==> config.mk <==
export PLATFORM = sky130hd
export DESIGN_NAME = hbridge_guard
export DESIGN_NICKNAME = d
export VERILOG_FILES = /design/src/rtl/hbridge_pkg.sv /design/src/rtl/hbridge_guard_oc_sync2.sv /design/src/rtl/hbridge_guard.sv
export SDC_FILE = /design/constraint.sdc
export NUM_CORES = 1
export LEC_CHECK = 0
export BUFFER_PORTS_ARGS = -buffer_cell sky130_fd_sc_hd__buf_2
export CAP_MARGIN = 20
export CORE_UTILIZATION = 40
export CTS_CLUSTER_DIAMETER = 50
export CTS_CLUSTER_SIZE = 25
export DETAILED_ROUTE_END_ITERATION = 10
export MAX_ROUTING_LAYER = met4
export PLACE_DENSITY_LB_ADDON = 0.2
export SYNTH_ARGS = -nofsm -noshare
export SYNTH_HDL_FRONTEND = slang
export SYNTH_SLANG_ARGS = --single-unit
==> constraint.sdc <==
create_clock -name clk -period 2.51 [get_ports clk]
set_clock_uncertainty 0.05 [all_clocks]
set_input_delay 0.3765 -clock clk [delete_from_list [all_inputs] [get_ports clk]]
set_output_delay 0.3765 -clock clk [all_outputs]
set_load 0.005 [all_outputs]
==> src/rtl/hbridge_pkg.sv <==
// hbridge_pkg: shared constants, FSM state type and the request sanitiser
// for the H-bridge protection stage.
package hbridge_pkg;

  localparam logic [3:0] CODE_STOP  = 4'b0000;
  localparam logic [3:0] CODE_FWD   = 4'b1001;
  localparam logic [3:0] CODE_LEFT  = 4'b1010;
  localparam logic [3:0] CODE_RIGHT = 4'b0101;

  localparam logic [3:0] RAMP_LAST_LEVEL = 4'd8;

  typedef enum logic [1:0] {
    ST_RUN   = 2'd0,
    ST_DEAD  = 2'd1,
    ST_RAMP  = 2'd2,
    ST_FAULT = 2'd3
  } state_e;

  // Only the four known bridge codes pass; anything else would short a leg
  // or is meaningless, so it collapses to stop.
  function automatic logic [3:0] sanitise(input logic [3:0] code);
    logic [3:0] res;
    case (code)
      CODE_FWD, CODE_LEFT, CODE_RIGHT: res = code;
      default:                         res = CODE_STOP;
    endcase
    return res;
  endfunction

endpackage

==> src/rtl/hbridge_guard_oc_sync2.sv <==
// oc_sync2: two-flop synchroniser for the asynchronous over-current input.
module oc_sync2 (
  input  logic clk,
  input  logic rst,
  input  logic d,
  output logic q
);

  logic s1_q;
  logic s2_q;

  // Two-stage metastability filter, cleared by reset.
  always_ff @(posedge clk) begin
    if (rst) begin
      s1_q <= 1'b0;
      s2_q <= 1'b0;
    end else begin
      s1_q <= d;
      s2_q <= s1_q;
    end
  end

  assign q = s2_q;

endmodule

==> src/rtl/hbridge_guard.sv <==
// hbridge_guard: sanitises the steering direction code, inserts all-off
// dead-time on reversals and latches over-current faults before the bridge.
// Optional soft-start ramp is compiled in with the SOFT_START_EN macro.
module hbridge_guard
  import hbridge_pkg::*;
#(
  parameter int unsigned DEADTIME_CYC  = 50_000,
  parameter int unsigned RAMP_STEP_CYC = 1_000_000
) (
  input  logic       clk,
  input  logic       rst,
  input  logic [3:0] in_req,
  input  logic [1:0] en_req,
  input  logic       oc,
  input  logic       fault_clr,
  output logic [3:0] IN,
  output logic [1:0] EN,
  output logic       fault,
  output logic       busy
);

  // One down-counter serves both dead-time and ramp steps.
  localparam int unsigned CNT_MAX = ((DEADTIME_CYC > RAMP_STEP_CYC) ? DEADTIME_CYC : RAMP_STEP_CYC) - 1;
  localparam int unsigned CNT_W   = (CNT_MAX < 2) ? 1 : $clog2(CNT_MAX + 1);
  localparam logic [CNT_W-1:0] DEAD_LOAD = CNT_W'(DEADTIME_CYC - 1);
  localparam logic [CNT_W-1:0] CNT_ZERO  = {CNT_W{1'b0}};
  localparam logic [CNT_W-1:0] CNT_ONE   = CNT_W'(1);

  state_e           state_q, state_d;
  logic [3:0]       cur_code_q, cur_code_d;
  logic [CNT_W-1:0] cnt_q, cnt_d;
  logic             fault_q, fault_d;
  logic             busy_q, busy_d;
  logic [3:0]       in_q, in_d;
  logic [1:0]       en_q, en_d;
  logic [3:0]       req_s;
  logic             oc_sync_s;

`ifdef SOFT_START_EN
  localparam logic [CNT_W-1:0] RAMP_LOAD = CNT_W'(RAMP_STEP_CYC - 1);
  logic [3:0] level_q, level_d;
  logic [2:0] pwm_cnt_q, pwm_cnt_d;
`endif

  oc_sync2 u_oc_sync (
    .clk (clk),
    .rst (rst),
    .d   (oc),
    .q   (oc_sync_s)
  );

  assign req_s = sanitise(in_req);

  // Next-state, counters and registered output values.
  always_comb begin
    state_d    = state_q;
    cur_code_d = cur_code_q;
    cnt_d      = cnt_q;
    fault_d    = fault_q;
`ifdef SOFT_START_EN
    level_d    = level_q;
    pwm_cnt_d  = pwm_cnt_q + 3'd1;
`endif

    if (oc_sync_s) begin
      // Over-current beats every other transition.
      state_d = ST_FAULT;
      fault_d = 1'b1;
    end else begin
      case (state_q)
        ST_RUN, ST_RAMP: begin
          if (req_s == cur_code_q) begin
`ifdef SOFT_START_EN
            if (state_q == ST_RAMP) begin
              if (cnt_q == CNT_ZERO) begin
                if (level_q == RAMP_LAST_LEVEL) begin
                  state_d = ST_RUN;
                end else begin
                  level_d = level_q + 4'd1;
                  cnt_d   = RAMP_LOAD;
                end
              end else begin
                cnt_d = cnt_q - CNT_ONE;
              end
            end else begin
              state_d = ST_RUN;
            end
`else
            state_d = ST_RUN;
`endif
          end else if (req_s == CODE_STOP) begin
            // Stopping never needs dead-time.
            state_d    = ST_RUN;
            cur_code_d = CODE_STOP;
          end else if (cur_code_q == CODE_STOP) begin
            cur_code_d = req_s;
`ifdef SOFT_START_EN
            state_d = ST_RAMP;
            level_d = 4'd1;
            cnt_d   = RAMP_LOAD;
`else
            state_d = ST_RUN;
`endif
          end else begin
            // Reversal between two driving codes: all-off first.
            state_d = ST_DEAD;
            cnt_d   = DEAD_LOAD;
          end
        end
        ST_DEAD: begin
          if (cnt_q == CNT_ZERO) begin
            cur_code_d = req_s;
            if (req_s != CODE_STOP) begin
`ifdef SOFT_START_EN
              state_d = ST_RAMP;
              level_d = 4'd1;
              cnt_d   = RAMP_LOAD;
`else
              state_d = ST_RUN;
`endif
            end else begin
              state_d = ST_RUN;
            end
          end else begin
            cnt_d = cnt_q - CNT_ONE;
          end
        end
        ST_FAULT: begin
          if (fault_clr) begin
            state_d    = ST_RUN;
            cur_code_d = CODE_STOP;
            fault_d    = 1'b0;
          end else begin
            state_d = ST_FAULT;
          end
        end
        default: begin
          state_d    = ST_RUN;
          cur_code_d = CODE_STOP;
        end
      endcase
    end

    // Outputs follow the state being entered so passthrough is one cycle.
    case (state_d)
      ST_RUN: begin
        in_d = cur_code_d;
        en_d = (cur_code_d == CODE_STOP) ? 2'b00 : en_req;
      end
      ST_RAMP: begin
        in_d = cur_code_d;
`ifdef SOFT_START_EN
        en_d = en_req & {2{({1'b0, pwm_cnt_q} < level_d)}};
`else
        en_d = 2'b00;
`endif
      end
      default: begin
        in_d = CODE_STOP;
        en_d = 2'b00;
      end
    endcase
    busy_d = (state_d == ST_DEAD) || (state_d == ST_RAMP);
  end

  // State, counter and output registers with synchronous reset.
  always_ff @(posedge clk) begin
    if (rst) begin
      state_q    <= ST_RUN;
      cur_code_q <= CODE_STOP;
      cnt_q      <= CNT_ZERO;
      fault_q    <= 1'b0;
      busy_q     <= 1'b0;
      in_q       <= CODE_STOP;
      en_q       <= 2'b00;
    end else begin
      state_q    <= state_d;
      cur_code_q <= cur_code_d;
      cnt_q      <= cnt_d;
      fault_q    <= fault_d;
      busy_q     <= busy_d;
      in_q       <= in_d;
      en_q       <= en_d;
    end
  end

`ifdef SOFT_START_EN
  // Soft-start level and free-running PWM phase.
  always_ff @(posedge clk) begin
    if (rst) begin
      level_q   <= 4'd0;
      pwm_cnt_q <= 3'd0;
    end else begin
      level_q   <= level_d;
      pwm_cnt_q <= pwm_cnt_d;
    end
  end
`endif

  assign IN    = in_q;
  assign EN    = en_q;
  assign fault = fault_q;
  assign busy  = busy_q;

endmodule

Word level (Yosys, flattened, before mapping) --
Cells that the tools add are included.
Storage, ports and cells: flip-flop bits (word level) 36, output and inout port bits 8, input bits 10, logic and storage cells 66
Operators by class: $add $sub $neg 1, eq/ne operators 13, reductions and logical operators 17, mux-type cells 23, bitwise operators 3
Operators by type and width (count):
- 2-to-1 mux 20 bit | 4
- one-hot mux 20 bit (2 select lines) | 1
- 2-to-1 mux 4 bit | 7
- zero test 20 bit | 1
- subtractor 20 x 1 -> 20 bit (second input constant) | 1
- zero test 4 bit | 3
- one-hot mux 4 bit (3 select lines) | 1
- == test 4 bit (second input constant) | 2
- inequality test 2 bit (second input constant) | 4
- == test 2 bit (second input constant) | 3
- 2-to-1 mux 1 bit | 6
- 2-to-1 mux 2 bit | 3
- one-hot mux 2 bit (3 select lines) | 1
- AND reduction 6 bit | 1
- nonzero test 2 bit | 3
- OR reduction 2 bit | 3
- OR reduction 3 bit | 2
- == test 2 x 1 -> 1 bit (second input constant) | 2
- == test 4 x 3 -> 1 bit (second input constant) | 1
- == test 4 bit | 1
- zero test 2 bit | 2
- NOT 1 bit | 3
- AND reduction 2 bit | 1
- logical OR 1 bit | 1

Logic depth before layout (Yosys ltp) --
word-level depth 12, mapped depth 10, mapped depth without buffers 9

Modules after synthesis --
Synthesis repeated with hierarchy kept, for this count alone.
Unflattened totals: cells, all modules 216, area total of the unflattened synthesis 1876.8 um2
Modules (own cells, without submodules):
- hbridge_guard | instances 1, cells an instance 212, area an instance 1824.2 um2, sequential area each 680.7 um2
- oc_sync2 | instances 1, cells an instance 4, area an instance 52.6 um2, sequential area each 40.0 um2

Worst setup path before layout --
Ideal clock, no wire load.
kind reg2reg, start register cnt_q[0], end register cnt_q[15], arrival time 2322 ps, setup time 132 ps, data required time 2328 ps, buffers on the path 1, slack 6 ps, cell stages (with the launch flop) 11, period minus slack after synthesis 2504 ps, cells stage by stage dfxtp_1 > inv_1 > ha_1 > or3b_1 > buf_2 > or4_4 > o21ai_2 > nor3_1 > a31oi_2 > xor2_1 > a21oi_1
On the way: word-level cells in the longest chain between the ends 3, elaborated cells on any way between the ends 6, classes of those cells 1 x add/sub; 1 x eq/ne; 2 x mux; 2 x reduce/logical
Ends and longest elaborated chain:
- start: declaration | RTL line hbridge_guard.sv:31 | logic [CNT_W-1:0] cnt_q, cnt_d;
- start signal: assignment | RTL line hbridge_guard.sv:179 | cnt_q <= cnt_d;
- subtractor 20 x 1 -> 20 bit or zero test 20 bit (tied branches) | RTL line hbridge_guard.sv:125, hbridge_guard.sv:111
- 2-to-1 mux 20 bit or inequality test 2 bit (tied branches)
- one-hot mux 20 bit (2 select lines) or AND reduction 6 bit (tied branches)
Parallel ways exist; a longest one is shown, timed or not. The select of a mux whose other input is x is not followed. A chain may end at the register's enable or synchronous reset.

Worst setup path after layout --
start register cnt_q[18], end register en_q[0], in the netlist EN[0]
On the way: word-level cells in the longest chain between the ends 7, elaborated cells on any way between the ends 11, classes of those cells 6 x mux; 1 x bitwise; 4 x reduce/logical
Ends and longest elaborated chain:
- zero test 20 bit (*) | RTL line hbridge_guard.sv:111 | if (cnt_q == CNT_ZERO) begin
- 2-to-1 mux 2 bit | RTL line hbridge_guard.sv:111
- one-hot mux 2 bit (3 select lines) | RTL line hbridge_guard.sv:70 | case (state_q)
- 2-to-1 mux 2 bit | RTL line hbridge_guard.sv:65 | if (oc_sync_s) begin
- zero test 2 bit | RTL line hbridge_guard.sv:145 | case (state_d)
- NOT 1 bit (no source line)
- OR reduction 3 bit (no source line) (*)
- end signal: assignment | RTL line hbridge_guard.sv:183 | en_q <= en_d;
- end: declaration | RTL line hbridge_guard.sv:35 | logic [1:0] en_q, en_d;
Every way passes the cells marked *; elsewhere a longest branch is shown, timed or not.

==> flow_summary.toml <==
[run_status]
status = "finished with violations"
failed_checks = "DRC"

[pwr]
leakage_nw = 0.980
vdd_drop_max_v = 0.000383
total_power_mw = 1.92
pwr_density_cell_nw_per_um2 = 838

[synth]
synthFlopType = "dfxtp_1"
synth_top_area_share_pct = 37.7
yosys_warnings = 0
synthTopCellsByCount = "36 x dfxtp_1, 26 x nor2_1, 20 x a21oi_1"
synth-seq-cells = 36
yosysTopAreaCell = "dfxtp_1"
synth_edf_count = 0
yosys-top-cells-area = "dfxtp_1 38%, a21oi_1 5.2%, nor2_1 5.1%"
syn_nets = 238
syn_area_um2 = 1910
async_reset_ff_share_pct = 0
netlist-cell-type-count = 54
yosysSeqAreaShare_pct = 37.7
syn_avg_cell_area_um2 = 8.45
yosysMostFrequentCell = "dfxtp_1"
syn-instance-count = 226

[route]
avgRoutedWirePerCell_um = 14.1
num_vias = 1764
avgViaCountPerCell = 5.71
drtAntennaViolNets = 0
postRouteWirelength_um = 4340
drt_iter0_drc = 63
drc = 4
dr.pass1.iters = 7

[floorplan]
dieHeight_um = 71.1
io_pins = 18
rows = 24
core_um2 = 4470
die_x_um = 71.1
start_util_pct = 42.7
die_area_um2 = 5060

[final_layout]
area_growth_pct = 19.8
n_antenna_cell = 0
layout-drive-gt1-share_pct = 25.3
post-route-util_pct = 51.1
final_area_um2 = 2290
nets = 269

[clock_tree]
cts-root-buf = "clkbuf_8"
cts_tree = "yes"
clkTransAtPathRegs_ns = 0.07
cts_made_buffers = 5
htreeDepth = 2
clk_latency_ns = 0.29
ctsHoldBuffers = 0
cts.sink_count = 36
clockBufferDepth = 2

[critical_path]
cpPeakStageDelay_ns = 0.58
critPathRequiredTime_ns = 2.69
r2r_cells = 7
crit_path_top_delay_cell = "or4_4"
crit_type = "reg -> reg"
crit_path_end_kind = "flip-flop"
worst_path_most_repeated_cell = "or4_4"
arrival_ns = 2.63
crit_path_cell_trace = "or4_4, or4_4, nor3_2, a21oi_1, or3b_4, nand3_2, and4_1"
start_kind = "flip-flop"
path_max_fanout = 4

[sta]
holdWs_ns = 0.244
hold_violations = 0
period_share_pct = 97.6
maxSlewViolCount = 0
fin_ws_ns = 0.0592
fmax_mhz = 408
relSlewSlack_pct = 66.2
setup_viol_count_final = 0
finalCriticalPeriod_ns = 2.45
tightest_slew_ns = 0.504
rsz0062_at_grt = "true"

[run]
max_cap_viol_count = 0

[global_routing]
grt_start_max_net_pins = 20
grt_antenna_before_repair = 0
grtUsageTotal_pct = 19.0
grt_pass1_vias = 1561
overflow = 0
grt_pass1_wl_um = 7270

[worst_hold_path]
min_path_cells = 2
worstHoldPathType = "in -> reg"

[placed_design]
dpl_cell_area_um2 = 2150
io_buffer_count = 17
pre_cts_ws_ns = 0.0255
hpwl_um = 3220
routabilityCongestion = 0.837
## per-layer routing
metal	vias to the layer above	wire (um)	GRT usage [%]	part of all wire [%]
li1	903	-	-	-
met1	815	2210	25.8	51
met2	39	1890	28.3	43
met3	7	173	3.56	4.0
met4	0	68	6.67	1.6
met5	-	0	-	0
## registers in the layout (all words and copies together), names as in the netlist
signal,flops
u_oc_sync.s1_q,1
busy,1
fault,1
EN,2
IN,4
cur_code_q,4
u_oc_sync.q,1
state_q,2
cnt_q,20
## stage by stage
stage | TNS, ns | cells
floorplan | 0 | 226
global placement | 0 | 302
detailed placement | 0 | 302
CTS | 0 | 309
global route | -0.0419 | 309
finish | 0 | 309
## cell usage in the layout (no fill, tap or decap), drive strengths merged, types with 2 or more instances in the layout
cell and n:
nor4 10, o2111ai 3, or3b 2, clkbuf 7, or4 6, inv 6
ha 2, nor2b 4, o21ai 7, xnor2 3, a31oi 7, o22ai 2
a211oi 2, xor2 5, or3 7, or2 2, a21oi 20, and3 3
nand3 9, a21o 3, nand2 14, buf 34, o21a 4, nor3 5
a22o 2, dfxtp 36, nor2 26, nand3b 3, a2111o 3, nand2b 3
and4 2
## cell families (layout without fill, tap and decap cells)
kind of cell,Yosys count,count (layout),share of synthesized area [%]
xor+xnor,8,8,3.67
simple gates,103,103,31.8
flops,36,36,37.7
fa+ha+maj,2,2,1.31
buf+inv,16,47,3.41
compound gates,61,61,22.1
## worst paths after layout
kind	start	slack, ns	end
hold / removal	oc	0.24	u_oc_sync.s1_q
setup reg to reg	cnt_q[18]	0.06	EN[0]
setup / recovery	cnt_q[18]	0.06	EN[0]
hold reg to reg	u_oc_sync.s1_q	0.39	u_oc_sync.q
## power by group
| part | internal, mW | switching, mW |
|---|---|---|
| sequential | 0.626 | 0.0473 |
| clock | 0.244 | 0.197 |
| combinational | 0.388 | 0.415 |
| total | 1.26 | 0.659 |
## final cells by class
| cell class | count | area [um2] |
|---|---|---|
| Tap cell | 52 | 65.1 |
| Inverter | 6 | 22.5 |
| Sequential cell | 36 | 722 |
| Clock buffer | 7 | 96.3 |
| Multi-Input combinational cell | 174 | 1170 |
| Fill cell | 443 | 2190 |
| Timing Repair Buffer | 34 | 213 |
## critical path: cells and delay by family, from the launching register on
family / cells / cell delay (ns)
simple gates: 6 / 1.96
flops: 1 / 0.32
compound gates: 1 / 0.06
## timing repair
action | in CTS | in global routing
endpoints found under the setup margin | 0 | 5
buffers inserted | 0 | 0
gates resized for setup | 0 | 12
Power figures use the tool's default switching activity.
